**config.mk**
```make
export PLATFORM = sky130hd
export DESIGN_NAME = instruction_fetch_flat
export DESIGN_NICKNAME = d
export VERILOG_FILES = /design/src/rtl/fetch_pkg.sv /design/src/rtl/instruction_fetch_if.sv /design/src/rtl/instruction_fetch.sv /design/src/flat_wrapper.sv
export SDC_FILE = /design/constraint.sdc
export NUM_CORES = 1
export LEC_CHECK = 0
export ABC_AREA = 1
export BUFFER_PORTS_ARGS = -buffer_cell sky130_fd_sc_hd__clkbuf_2
export CELL_PAD_IN_SITES_DETAIL_PLACEMENT = 0
export CELL_PAD_IN_SITES_GLOBAL_PLACEMENT = 1
export CORE_ASPECT_RATIO = 1.2
export CORE_MARGIN = 4
export CORE_UTILIZATION = 40
export DETAILED_ROUTE_END_ITERATION = 10
export PLACE_DENSITY_LB_ADDON = 0.05
export SYNTH_ARGS = -nofsm -noshare
export SYNTH_HDL_FRONTEND = slang
export SYNTH_SLANG_ARGS = --single-unit
```
**constraint.sdc**
```tcl
create_clock -name clk -period 3 [get_ports clk]
set_clock_uncertainty 0.15 [all_clocks]
set_input_delay 0.45 -clock clk [delete_from_list [all_inputs] [get_ports clk]]
set_output_delay 0.45 -clock clk [all_outputs]
set_load 0.05 [all_outputs]
```
**src/rtl/fetch_pkg.sv**
```systemverilog
// Shared fetch-stage definitions: FSM states, instruction geometry and opcode flag positions.
// The argument controller and decoder import the flag bit positions from here.
package fetch_pkg;

  localparam int unsigned ADDR_W      = 8;
  localparam int unsigned DATA_W      = 8;
  localparam int unsigned INSTR_BYTES = 4;

  localparam int unsigned IMM1_BIT = 7;
  localparam int unsigned IMM2_BIT = 6;
  localparam int unsigned COND_BIT = 5;

  typedef enum logic [2:0] {
    F0    = 3'd0,
    F1    = 3'd1,
    F2    = 3'd2,
    F3    = 3'd3,
    F4    = 3'd4,
    VALID = 3'd5
  } fetch_state_e;

endpackage : fetch_pkg

```
**src/rtl/instruction_fetch_if.sv**
```systemverilog
// Fetch-stage bus: byte-wide program ROM port plus the instruction handshake to execute.
interface instruction_fetch_if;
  import fetch_pkg::*;

  logic [ADDR_W-1:0] rom_addr;
  logic [DATA_W-1:0] rom_data;

  logic [DATA_W-1:0] opcode1;
  logic [DATA_W-1:0] opcode2;
  logic [DATA_W-1:0] opcode3;
  logic [DATA_W-1:0] opcode4;
  logic              imm1;
  logic              imm2;
  logic              is_cond;
  logic [ADDR_W-1:0] pc;
  logic [ADDR_W-1:0] next_pc;
  logic              instr_valid;
  logic              instr_ready;
  logic              jump_taken;

  // Fetch stage side
  modport master (
    output rom_addr,
    input  rom_data,
    output opcode1, opcode2, opcode3, opcode4,
    output imm1, imm2, is_cond,
    output pc, next_pc,
    output instr_valid,
    input  instr_ready,
    input  jump_taken
  );

  // ROM plus downstream consumer side
  modport slave (
    input  rom_addr,
    output rom_data,
    input  opcode1, opcode2, opcode3, opcode4,
    input  imm1, imm2, is_cond,
    input  pc, next_pc,
    input  instr_valid,
    output instr_ready,
    output jump_taken
  );

endinterface : instruction_fetch_if

```
**src/rtl/instruction_fetch.sv**
```systemverilog
// Instruction fetch: reads four ROM bytes per instruction, presents them under valid/ready,
// and owns the program counter (sequential +4 or jump load from the fourth byte on accept).
module instruction_fetch
  import fetch_pkg::*;
#(
  parameter logic [7:0] RESET_PC = 8'h00
) (
  input logic                 clk,
  input logic                 rst,
  instruction_fetch_if.master bus
);

  fetch_state_e      r_state;
  fetch_state_e      w_state_nxt;

  logic [ADDR_W-1:0] r_pc;
  logic [DATA_W-1:0] r_op [INSTR_BYTES];

  logic [ADDR_W-1:0] w_rom_addr;
  logic              w_lat_en;
  logic [1:0]        w_lat_idx;
  logic              w_instr_valid;
  logic              w_accept;
  logic [ADDR_W-1:0] w_pc_seq;

  assign w_accept = w_instr_valid & bus.instr_ready;
  assign w_pc_seq = r_pc + ADDR_W'(INSTR_BYTES);

  // State register
  always_ff @(posedge clk) begin
    if (rst) begin
      r_state <= F0;
    end else begin
      r_state <= w_state_nxt;
    end
  end

  // Next-state logic: fixed byte sequence, then hold until accepted
  always_comb begin
    w_state_nxt = r_state;
    unique case (r_state)
      F0:      w_state_nxt = F1;
      F1:      w_state_nxt = F2;
      F2:      w_state_nxt = F3;
      F3:      w_state_nxt = F4;
      F4:      w_state_nxt = VALID;
      VALID:   w_state_nxt = bus.instr_ready ? F0 : VALID;
      default: w_state_nxt = F0;
    endcase
  end

  // Output decode: ROM byte address, which byte lands this cycle, and valid
  always_comb begin
    w_rom_addr    = r_pc;
    w_lat_en      = 1'b0;
    w_lat_idx     = 2'd0;
    w_instr_valid = 1'b0;
    unique case (r_state)
      F0: w_rom_addr = r_pc;
      F1: begin
        w_rom_addr = r_pc + 8'd1;
        w_lat_en   = 1'b1;
        w_lat_idx  = 2'd0;
      end
      F2: begin
        w_rom_addr = r_pc + 8'd2;
        w_lat_en   = 1'b1;
        w_lat_idx  = 2'd1;
      end
      F3: begin
        w_rom_addr = r_pc + 8'd3;
        w_lat_en   = 1'b1;
        w_lat_idx  = 2'd2;
      end
      F4: begin
        w_lat_en  = 1'b1;
        w_lat_idx = 2'd3;
      end
      VALID:   w_instr_valid = 1'b1;
      default: w_rom_addr = r_pc;
    endcase
  end

  // Program counter: reset beats any accept in the same cycle
  always_ff @(posedge clk) begin
    if (rst) begin
      r_pc <= RESET_PC;
    end else if (w_accept) begin
      r_pc <= bus.jump_taken ? r_op[3] : w_pc_seq;
    end
  end

  // Instruction byte latches; the ROM returns the byte requested one cycle earlier
  always_ff @(posedge clk) begin
    if (rst) begin
      for (int i = 0; i < int'(INSTR_BYTES); i++) begin
        r_op[i] <= '0;
      end
    end else if (w_lat_en) begin
      r_op[w_lat_idx] <= bus.rom_data;
    end
  end

  assign bus.rom_addr    = w_rom_addr;
  assign bus.opcode1     = r_op[0];
  assign bus.opcode2     = r_op[1];
  assign bus.opcode3     = r_op[2];
  assign bus.opcode4     = r_op[3];
  assign bus.imm1        = r_op[0][IMM1_BIT];
  assign bus.imm2        = r_op[0][IMM2_BIT];
  assign bus.is_cond     = r_op[0][COND_BIT];
  assign bus.pc          = r_pc;
  assign bus.next_pc     = w_pc_seq;
  assign bus.instr_valid = w_instr_valid;

endmodule : instruction_fetch

```
**src/flat_wrapper.sv**
```systemverilog
// flat-port wrapper written by rule: the top's interface ports become plain ports
module instruction_fetch_flat import fetch_pkg::*;
#(
  parameter logic [7:0] RESET_PC = 8'h00
)
  (clk, rst, bus_rom_addr, bus_rom_data, bus_opcode1, bus_opcode2, bus_opcode3, bus_opcode4, bus_imm1, bus_imm2, bus_is_cond, bus_pc, bus_next_pc, bus_instr_valid, bus_instr_ready, bus_jump_taken);
  instruction_fetch_if bus_i ();
  input logic clk;
  input logic rst;
  output wire logic [$bits(bus_i.rom_addr)-1:0] bus_rom_addr;
  input wire logic [$bits(bus_i.rom_data)-1:0] bus_rom_data;
  output wire logic [$bits(bus_i.opcode1)-1:0] bus_opcode1;
  output wire logic [$bits(bus_i.opcode2)-1:0] bus_opcode2;
  output wire logic [$bits(bus_i.opcode3)-1:0] bus_opcode3;
  output wire logic [$bits(bus_i.opcode4)-1:0] bus_opcode4;
  output wire logic [$bits(bus_i.imm1)-1:0] bus_imm1;
  output wire logic [$bits(bus_i.imm2)-1:0] bus_imm2;
  output wire logic [$bits(bus_i.is_cond)-1:0] bus_is_cond;
  output wire logic [$bits(bus_i.pc)-1:0] bus_pc;
  output wire logic [$bits(bus_i.next_pc)-1:0] bus_next_pc;
  output wire logic [$bits(bus_i.instr_valid)-1:0] bus_instr_valid;
  input wire logic [$bits(bus_i.instr_ready)-1:0] bus_instr_ready;
  input wire logic [$bits(bus_i.jump_taken)-1:0] bus_jump_taken;
  assign bus_rom_addr = bus_i.rom_addr;
  assign bus_i.rom_data = bus_rom_data;
  assign bus_opcode1 = bus_i.opcode1;
  assign bus_opcode2 = bus_i.opcode2;
  assign bus_opcode3 = bus_i.opcode3;
  assign bus_opcode4 = bus_i.opcode4;
  assign bus_imm1 = bus_i.imm1;
  assign bus_imm2 = bus_i.imm2;
  assign bus_is_cond = bus_i.is_cond;
  assign bus_pc = bus_i.pc;
  assign bus_next_pc = bus_i.next_pc;
  assign bus_instr_valid = bus_i.instr_valid;
  assign bus_i.instr_ready = bus_instr_ready;
  assign bus_i.jump_taken = bus_jump_taken;
  instruction_fetch #(.RESET_PC(RESET_PC)) u_core (.clk(clk), .rst(rst), .bus(bus_i));
endmodule
```
==> results.md, run 1 <==
| Parameter | Reported |
|---|---|
| Result of the run | finished, final reports clean |
| Crit path launch type | register |
| Filler instances | 586 |
| Cts hold-fix bufs | 0 |
| Hold/Removal Path Class | in -> reg |
| Number of vias after detailed routing | 1831 |
| H-tree level count | 2 |
| Mean cell area of the mapped netlist | 8.995 µm² |
| Worst skew pair latency | 300 ps |
| Number of antenna diodes | 0 |
| Count of different cell masters after synthesis | 29 |
| Global routing usage summed across all routing layers | 16.41% |
| Average routed wire per standard cell | 13.32 µm |
| Antenna Nets Post-Route | 0 |
| Most instantiated flip-flop cell in the synthesis netlist | edfxtp_1 |
| Post-synthesis cell type with the largest combined area | edfxtp_1 |
| Chip width | 77.67 µm |
| R2r setup slk | 1030 ps |
| Pin count of the biggest net entering global routing | 18 |
| CTS Sinks | 43 |
| Buffers inserted by post-CTS timing repair | 0 |
| Critical path class | reg -> out |
| Leading cell types by total area after synthesis | edfxtp_1, dfxtp_1, nand2_1 |
| Highest fanout seen on the critical path | 5 |
| Reg2reg end | u_core.r_op[0][5]$_SDFFCE_PN0P_ |
| Total detailed-routing wirelength | 5462 µm |
| Beginning of the worst register-to-register path | u_core.r_state[0]$_SDFF_PP0_ |
| Combined area of the multi-input logic cells | 888.4 µm² |
| Area of the mapped netlist | 2330 µm² |
| Standard-cell row count | 30 |
| Floorplan Core Area | 5668 µm² |
| Post-placement cell count | 402 |
| Number of cells produced by synthesis | 259 |
| Total CTS buffers | 5 |
| Max cap viols | 0 |
| Full die area | 7114 µm² |
| Fin nets | 344 |
| Initial Util | 41.10% |
| Minimum clock period after layout | 2647 ps |
| Fraction of registers with async set or reset after synthesis | 0% |
| Most common cell after layout, fill and taps aside | clkbuf_2 |
| Leak pwr | 1.456 nW |
| Die Height | 91.60 µm |
| Setup Total Neg Slack | 0 ps |
| Final cycle utilization of the critical path | 88.25% |
| Critical path capture point | bus_rom_addr[2] |
| Total power divided by cell area | 493.3 nW/µm² |
| Fraction of final layout cells with drive strength greater than 1 | 32.73% |
| Maximum clock frequency | 0.3777 GHz |
| GPL Wtd Cong | 0.7886 |
| Register cell area after layout | 1181 µm² |
| First-pass GRT wire length | 9094 µm |
| Yosys warnings | 0 |
| Final number of hold-violating endpoints | 0 |
| Root cell of the clock tree | clkbuf_8 |
| Seq/Total Area, Yosys | 50.70% |
| Grt ovf | 0 |
| Leading cell types in the layout, fill and taps excluded | clkbuf_2, nand2_1, inv_1, edfxtp_1, nand3_1 |
| Flops & latches, synth | 43 |
| DRT Pass-1 Iters | 4 |
| Largest vdd supply drop | 0.0003226 V |
| Clock tree from TritonCTS | yes |
| Maximum clock insertion buffer count | 2 |
| Setup violators final | 0 |
| Slew margin rel. | 60.13% |
| Critical path endpoint category | output pin |
| Worst Path Arrival | 2050 ps |
| Half-perimeter wire length after placement | 4388 µm |
| End-of-flow core utilization | 49.76% |
| IO Pins | 72 |
| Antenna violations before repair | 0 |
| Required time of the worst setup path | 2400 ps |
| Number of remaining DRC errors | 0 |
| Slew Limit Fails | 0 |
| Proportion of netlist area held by the largest area contributor | 41.25% |
| Number of gates resized after CTS | 0 |
| Via count of the first global-routing pass | 1801 |
| Post-layout instance count excluding filler cells | 410 |
| Count of routing violations after the opening detailed-route iteration | 62 |
| RSZ-0062 raised after global routing | no |
| Avg Vias per Cell | 4.466 |
| Syn_nets | 274 |
| Clock-pin slew on the worst setup and hold paths | 80 ps |
| Number of enable flip-flop cells after synthesis | 32 |
| Cell depth of the worst flop-to-flop path | 4 |
| IO buf count | 71 |
| Slew at the pin closest to its max-slew limit | 595.9 ps |
| Start point of the critical path | u_core.r_state[2]$_SDFF_PP0_ |
| Area Overhead vs Synth | 21.05% |
-- report_power, final --
group,internal (mW),switching (mW)
clock network,0.163,0.197
logic,0.0611,0.270
registers,0.681,0.0188
-- per-stage QoR --
stage / power, mW / area, µm² / setup slack, ps / hold slack [ps]
floorplan: 0.9815 / 2345 / 80.44 / 369.1
global placement: 1.050 / 2735 / 707.0 / 386.1
detailed placement: 1.050 / 2735 / 652.7 / 400.6
CTS: 1.409 / 2820 / 321.3 / 286.0
global route: 1.453 / 2820 / 114.1 / 301.5
finish: 1.391 / 2820 / 352.6 / 287.5
-- cell type report --
class | count | area share [%]
clock buffers | 6 | 2.573
clock inverters | 2 | 0.4437
inverters | 54 | 7.187
multi-input cells | 153 | 31.50
flip-flops and latches | 43 | 41.88
well taps | 80 | 3.549
repair buffers | 72 | 12.87
-- sequential cells by signal, summed over array words and instances (netlist names) --
register and count:
u_core.bus.pc 8, u_core.r_op 32, u_core.r_state 3
-- worst min-delay path by stage --
| stage | from | end | slack (ps) | cells past startpoint |
|---|---|---|---|---|
| floorplan | rst | u_core.bus.pc[7]$_SDFFE_PP0P_ | 370 | 1 |
| global placement | u_core.r_op[3][3]$_DFFE_PP_ | u_core.bus.pc[3]$_SDFFE_PP0P_ | 390 | 2 |
| detailed placement | u_core.r_op[3][3]$_DFFE_PP_ | u_core.bus.pc[3]$_SDFFE_PP0P_ | 400 | 2 |
| CTS | rst | u_core.bus.pc[4]$_SDFFE_PP0P_ | 290 | 2 |
| global route | rst | u_core.bus.pc[7]$_SDFFE_PP0P_ | 300 | 2 |
| finish | rst | u_core.bus.pc[4]$_SDFFE_PP0P_ | 290 | 2 |
-- synth_stat cells (2+ instances only) --
| master | number |
|---|---|
| a21oi_1 | 9 |
| a31oi_1 | 2 |
| buf_2 | 3 |
| buf_4 | 5 |
| dfxtp_1 | 11 |
| edfxtp_1 | 32 |
| ha_1 | 3 |
| inv_1 | 49 |
| inv_2 | 4 |
| nand2_1 | 57 |
| nand2_2 | 2 |
| nand3_1 | 26 |
| nand4_1 | 2 |
| nor2_1 | 11 |
| nor2_2 | 6 |
| nor2_8 | 4 |
| nor3_1 | 3 |
| nor3_2 | 7 |
| o211ai_1 | 2 |
| o21ai_0 | 8 |
| xor2_1 | 5 |
-- logic make-up (layout without fill, tap and decap cells) --
group,after synthesis,in the layout,synth area share [%]
AND/OR/NAND/NOR,121,121,28.14
buffers and inverters,63,134,11.82
flip-flops,43,43,50.70
AO/OA/AOI/OAI,24,24,5.854
XOR/XNOR,5,5,1.880
adder cells (fa/ha/maj),3,3,1.611
-- critical path, cell delays in order, from the launching register on --
cell and delay (ps):
dfxtp_1 440, inv_2 70, nand3_1 180, nand2_1 70
nand2_1 60, inv_1 40, ha_1 160, inv_1 60
nand2_1 110, nand2_1 90, nand3_1 60, o211ai_1 90
clkbuf_2 300
-- routing by layer --
metal | GRT usage (%) | vias to the layer above | routed length, µm
met3 | 3.075 | 6 | 260
li1 | - | 966 | -
met1 | 18.55 | 813 | 2235
met4 | 5.341 | 0 | 79
met2 | 30.43 | 46 | 2887
met5 | 0 | - | 0
Power figures use the tool's default switching activity.
==> run 2: changes to the inputs <==
Settings changed: CORE_UTILIZATION 40 to 38, PLACE_DENSITY from default to 0.92, PLACE_DENSITY_LB_ADDON 0.05 to default.
Clock period 3 ns to 2.95 ns, I/O delays scaled along.
==> results.md, run 2 (synthesized netlist as in run 1, its figures left out) <==
| Parameter | Reported | vs previous |
|---|---|---|
| GPL Wtd Cong | 0.8220 | +4.2% |
| Grt ovf | 0 | unchanged |
| Total power divided by cell area | 500.6 nW/µm² | +1.5% |
| Number of vias after detailed routing | 1859 | +1.5% |
| Start point of the critical path | u_core.r_state[2]$_SDFF_PP0_ |  |
| Cell depth of the worst flop-to-flop path | 6 | +2 |
| Combined area of the multi-input logic cells | 888.4 µm² | unchanged |
| DRT Pass-1 Iters | 4 | unchanged |
| Via count of the first global-routing pass | 1871 | +3.9% |
| Avg Vias per Cell | 4.512 | +1.0% |
| Hold Crit Depth | 2 | unchanged |
| Highest fanout seen on the critical path | 5 | unchanged |
| End point of the worst hold path | u_core.bus.pc[7]$_SDFFE_PP0P_ |  |
| Crit path launch type | register |  |
| Worst Path Arrival | 2080 ps | +30 ps |
| Top reg by flops | u_core.r_op |  |
| Fin nets | 344 | unchanged |
| Overall power | 1.415 mW | +1.7% |
| CTS Sinks | 43 | unchanged |
| IO buf count | 71 | unchanged |
| Standard-cell row count | 31 | +3.3% |
| Clock-pin slew on the worst setup and hold paths | 80 ps | about the same |
| RSZ-0062 raised after global routing | no |  |
| First-pass GRT wire length | 9059 µm | -0.38% |
| Maximum clock frequency | 0.3743 GHz |  |
| Total detailed-routing wirelength | 5515 µm | +0.97% |
| Slew at the pin closest to its max-slew limit | 597.3 ps | +1.442 ps |
| Most common cell after layout, fill and taps aside | clkbuf_2 |  |
| Floorplan Core Area | 6012 µm² | +6.1% |
| Chip width | 79.48 µm | +2.3% |
| Result of the run | finished, final reports clean |  |
| Slew margin rel. | 60.03% | -0.096 points |
| Number of gates resized after CTS | 0 | unchanged |
| Total CTS buffers | 5 | unchanged |
| Hold/Removal Path Class | in -> reg |  |
| Die Height | 93.77 µm | +2.4% |
| Count of routing violations after the opening detailed-route iteration | 82 | +32% |
| Global routing usage summed across all routing layers | 15.83% | -0.58 points |
| Cts hold-fix bufs | 0 | unchanged |
| Largest vdd supply drop | 0.0002693 V | -17% |
| H-tree level count | 2 | unchanged |
| IO Pins | 72 | unchanged |
| Maximum clock insertion buffer count | 2 | unchanged |
| Max cap viols | 0 | unchanged |
| Buffers inserted by post-CTS timing repair | 0 | unchanged |
| Antenna violations before repair | 0 | unchanged |
| Number of flip-flops in the largest register | 32 | unchanged |
| Reg2reg end | u_core.bus.pc[1]$_SDFFE_PP0P_ |  |
| Leading cell types in the layout, fill and taps excluded | clkbuf_2, nand2_1, inv_1, edfxtp_1, nand3_1 |  |
| Final cycle utilization of the critical path | 90.56% |  |
| Fraction of final layout cells with drive strength greater than 1 | 32.73% | unchanged |
| Full die area | 7452 µm² | +4.8% |
| Register cell area after layout | 1181 µm² | unchanged |
| Worst skew pair latency | 300 ps | about the same |
| Number of antenna diodes | 0 | unchanged |
| Slew Limit Fails | 0 | unchanged |
| Average routed wire per standard cell | 13.39 µm | +0.48% |
| Worst hold start | rst |  |
| Filler instances | 603 | +2.9% |
| Critical path endpoint category | output pin |  |
| Pin count of the biggest net entering global routing | 18 | unchanged |
| Initial Util | 38.75% | -2.4 points |
| Setup Total Neg Slack | 0 ps | unchanged |
| Clock tree from TritonCTS | yes |  |
| Setup violators final | 0 | unchanged |
| Beginning of the worst register-to-register path | u_core.r_state[1]$_SDFF_PP0_ |  |
| Leak pwr | 1.457 nW | about the same |
| Number of remaining DRC errors | 0 | unchanged |
| Area Overhead vs Synth | 21.32% |  |
| R2r setup slk | 1030 ps | about the same |
| Minimum clock period after layout | 2672 ps |  |
| Final number of hold-violating endpoints | 0 | unchanged |
| Required time of the worst setup path | 2360 ps | -40 ps |
| Antenna Nets Post-Route | 0 | unchanged |
| Half-perimeter wire length after placement | 4354 µm | -0.78% |
| Critical path class | reg -> out |  |
| Root cell of the clock tree | clkbuf_8 |  |
[run 2: changes by cell type in the layout (fill, tap and decap cells not counted)]
cell      delta
clkinv_4     +1
clkinv_2     -1
clkbuf_1     -1
clkinv_1     +1
[run 2: critical path: stages, from the launching register on]
cell and delay, ps:
dfxtp_1 450, inv_2 80, nand3_1 190, nand2_1 80
nand2_1 60, inv_1 40, ha_1 160, inv_1 60
nand2_1 120, nand2_1 90, nand3_1 60, o211ai_1 100
clkbuf_2 300
[run 2: worst max path at each step]
| stage | end | slack (ps) |
|---|---|---|
| 2_1_floorplan | bus_rom_addr[6] | 40 |
| 3_3_place_gp | bus_rom_addr[2] | 670 |
| 3_5_place_dp | bus_rom_addr[2] | 590 |
| 4_1_cts | bus_rom_addr[2] | 270 |
| 5_1_grt | bus_rom_addr[2] | 80 |
| 6_report | bus_rom_addr[2] | 280 |
[run 2: layer usage]
layer	vias to the layer above	routed length [µm]	GRT usage, %
li1	963	-	-
met1	831	2291	18.48
met2	59	2778	27.92
met3	6	372	4.031
met4	0	72	5.301
met5	-	0	0
[run 2: report_power, final]
| group | internal, mW | switching, mW |
|---|---|---|
| logic | 0.0622 | 0.276 |
| registers | 0.692 | 0.0181 |
| clock network | 0.165 | 0.202 |
| total | 0.919 | 0.496 |
[run 2: final cells by class]
| class | instances | area share, % |
|---|---|---|
| Sequential cell | 43 | 41.79 |
| Timing Repair Buffer | 72 | 12.84 |
| Clock buffer | 5 | 2.435 |
| Clock inverter | 3 | 0.7083 |
| Inverter | 54 | 7.171 |
| Tap cell | 82 | 3.630 |
| Multi-Input combinational cell | 153 | 31.43 |
[run 2: metrics by stage]
step                      hold slack [ps]  area [µm²]  instances  utilization (%)  setup slack (ps)
after floorplan                     361.6        2345        259                -             37.94
after global placement              387.1        2738        404            45.54             673.1
after detailed placement            399.9        2738        404            45.54             590.9
after CTS                           267.7        2826        412            47.01             269.1
after global routing                280.9        2826        412            47.01             81.41
final                               269.0        2826        412            47.01             278.3
==> run 3: changes to the inputs <==
Settings changed: CORE_ASPECT_RATIO 1.2 to 1.1.
==> results.md, run 3 (synthesized netlist as in run 1, its figures left out) <==
| Parameter | Reported | vs previous |
|---|---|---|
| Number of antenna diodes | 0 | unchanged |
| Sum of buffers and inverters on the critical path | 4 | unchanged |
| Avg Vias per Cell | 4.542 | +0.66% |
| Most common cell on crit path | nand2_1 |  |
| Standard-cell row count | 29 | -6.5% |
| CTS Sinks | 43 | unchanged |
| Cts hold-fix bufs | 0 | unchanged |
| Setup Total Neg Slack | 0 ps | unchanged |
| Fraction of power consumed by sequential logic | 50.4% | +0.2 points |
| Cell depth of the worst flop-to-flop path | 4 | -2 |
| Leak pwr | 1.449 nW | -0.55% |
| First-pass GRT wire length | 8769 µm | -3.2% |
| Worst skew pair latency | 290 ps | about the same |
| Ordered list of cells on the worst path | inv_2, nand3_1, nand2_1, nand2_1, inv_1, ha_1, inv_1, nand2_1, nand2_1, nand3_1, o211ai_1, clkbuf_2 |  |
| Post-route standard cell area excluding fillers | 2808 µm² | -0.66% |
| Worst Path Arrival | 2100 ps | +20 ps |
| R2r setup slk | 1040 ps | about the same |
| Clock-pin slew on the worst setup and hold paths | 80 ps | about the same |
| Final cycle utilization of the critical path | 91.22% | +0.65 points |
| Die Height | 90.12 µm | -3.9% |
| Result of the run | finished, final reports clean |  |
| Largest vdd supply drop | 0.0002932 V | +8.9% |
| Register cell area after layout | 1181 µm² | unchanged |
| Full die area | 7449 µm² | about the same |
| Top reg by flops | u_core.r_op |  |
| Grt ovf | 0 | unchanged |
| DRT Pass-1 Iters | 4 | unchanged |
| Critical path capture point | bus_rom_addr[2] |  |
| Area Overhead vs Synth | 20.52% |  |
| Least setup slack across all paths after layout | 259.1 ps | -19.21 ps |
| IO Pins | 72 | unchanged |
| Root cell of the clock tree | clkbuf_8 |  |
| Fraction of final layout cells with drive strength greater than 1 | 32.22% | -0.51 points |
| Fin nets | 343 | -0.29% |
| Antenna violations before repair | 0 | unchanged |
| Maximum clock insertion buffer count | 2 | unchanged |
| Leading cell types in the layout, fill and taps excluded | clkbuf_2, nand2_1, inv_1, edfxtp_1, nand3_1 |  |
| Internal power consumption | 0.9149 mW | -0.46% |
| IO buf count | 71 | unchanged |
| Initial Util | 39.88% | +1.1 points |
| Reg2reg end | u_core.r_op[0][1]$_SDFFCE_PN0P_ |  |
| Pin count of the biggest net entering global routing | 18 | unchanged |
| RSZ-0062 raised after global routing | no |  |
| Final number of hold-violating endpoints | 0 | unchanged |
| H-tree level count | 2 | unchanged |
| GPL Wtd Cong | 0.8092 | -1.6% |
| Dpl ws | 588.4 ps | -2.494 ps |
| Required time of the worst setup path | 2360 ps | about the same |
| Start point of the critical path | u_core.r_state[2]$_SDFF_PP0_ |  |
| Crit path launch type | register |  |
| Floorplan Core Area | 5842 µm² | -2.8% |
| Hold/Removal Path Class | in -> reg |  |
| Beginning of the worst register-to-register path | u_core.r_state[0]$_SDFF_PP0_ |  |
| Combined area of the multi-input logic cells | 888.4 µm² | unchanged |
| Slew at the pin closest to its max-slew limit | 588.0 ps | -9.397 ps |
| Filler instances | 568 | -5.8% |
| Clock tree from TritonCTS | yes |  |
| Via count of the first global-routing pass | 1777 | -5.0% |
| Total power divided by cell area | 501.4 nW/µm² | +0.16% |
| Chip width | 82.66 µm | +4.0% |
| Minimum clock period after layout | 2691 ps | +19.21 ps |
| Max cap viols | 0 | unchanged |
| Number of gates resized after CTS | 0 | unchanged |
| Setup violators final | 0 | unchanged |
| Placed cell area | 2724 µm² | -0.50% |
| Worst hold margin | 275.0 ps | +6.023 ps |
| Clk pwr share | 25.6% | -0.3 points |
| Total CTS buffers | 5 | unchanged |
| Number of flip-flops in the largest register | 32 | unchanged |
| Gate power share | 24.0% | about the same |
| Levels on crit path | 12 | unchanged |
| Critical path endpoint category | output pin |  |
| Count of routing violations after the opening detailed-route iteration | 77 | -6.1% |
| Number of vias after detailed routing | 1844 | -0.81% |
| Cell class contributing the biggest share of worst-path delay | simple AND/OR/NAND/NOR gates |  |
| Slowest-stage cell, CP | dfxtp_1 |  |
| Global routing usage summed across all routing layers | 15.53% | -0.30 points |
| Number of remaining DRC errors | 0 | unchanged |
| Switching power summed over all nets | 0.4930 mW | -0.59% |
| Highest fanout seen on the critical path | 5 | unchanged |
| Critical path class | reg -> out |  |
| Slew margin rel. | 60.66% | +0.63 points |
| Half-perimeter wire length after placement | 4358 µm | about the same |
| Antenna Nets Post-Route | 0 | unchanged |
| Total detailed-routing wirelength | 5466 µm | -0.89% |
| Slew Limit Fails | 0 | unchanged |
| Most common cell after layout, fill and taps aside | clkbuf_2 |  |
| Maximum clock frequency | 0.3716 GHz | -0.71% |
| Switching portion of total power | 35.01% | about the same |
| Average routed wire per standard cell | 13.46 µm | +0.58% |
| Buffers inserted by post-CTS timing repair | 0 | unchanged |
| Slowest stage delay, CP | 450 ps | about the same |
## run 3: cell count changes in the layout (fill, tap and decap cells not counted)
| cell | previous run | this run |
|---|---|---|
| clkinv_1 | 2 | 3 |
| clkinv_4 | 1 | 0 |
| buf_4 | 1 | 0 |
## run 3: metal layers
metal	GRT usage, %	vias to the layer above	share of wire (%)
met5	0	-	0
met3	4.900	7	8.6
li1	-	964	-
met4	5.995	0	1.3
met1	19.67	809	42
met2	24.33	64	48
## run 3: worst reg2reg max path, stage by stage, from the launching register on
cell	delay, ps
dfxtp_1	390
inv_2	100
nor3_1	230
clkinv_1	350
nand2_1	370
## run 3: worst min-delay path by stage
stage	slack, ps	to	depth (start not counted)	start
after global routing	280	u_core.bus.pc[4]$_SDFFE_PP0P_	2	rst
after floorplan	360	u_core.bus.pc[7]$_SDFFE_PP0P_	1	rst
after detailed placement	400	u_core.bus.pc[3]$_SDFFE_PP0P_	2	u_core.r_op[3][3]$_DFFE_PP_
final	280	u_core.bus.pc[4]$_SDFFE_PP0P_	2	rst
after CTS	270	u_core.bus.pc[4]$_SDFFE_PP0P_	2	rst
after global placement	380	u_core.bus.pc[3]$_SDFFE_PP0P_	2	u_core.r_op[3][3]$_DFFE_PP_
## run 3: final cells by class
cell class | instances | area share [%]
inverter | 54 | 7.219
sequential | 43 | 42.07
clock buffer | 5 | 2.451
timing repair buffer | 71 | 12.66
multi-input combinational | 153 | 31.64
tap | 77 | 3.431
clock inverter | 3 | 0.5348
## run 3: power by group through the flow
stage	Combinational (mW)	Sequential, mW	Clock (mW)
6_report	0.337	0.710	0.360
5_1_grt	0.358	0.716	0.400
4_1_cts	0.342	0.711	0.366
3_5_place_dp	0.342	0.723	0
3_3_place_gp	0.339	0.724	0
2_1_floorplan	0.154	0.844	0
## run 3: stage by stage
step           power (mW)  util (%)  instances
4_1_cts             1.420     48.06        406
3_5_place_dp        1.065     46.63        398
2_1_floorplan      0.9982         -        259
3_3_place_gp        1.064     46.63        398
6_report            1.408     48.06        406
5_1_grt             1.475     48.06        406
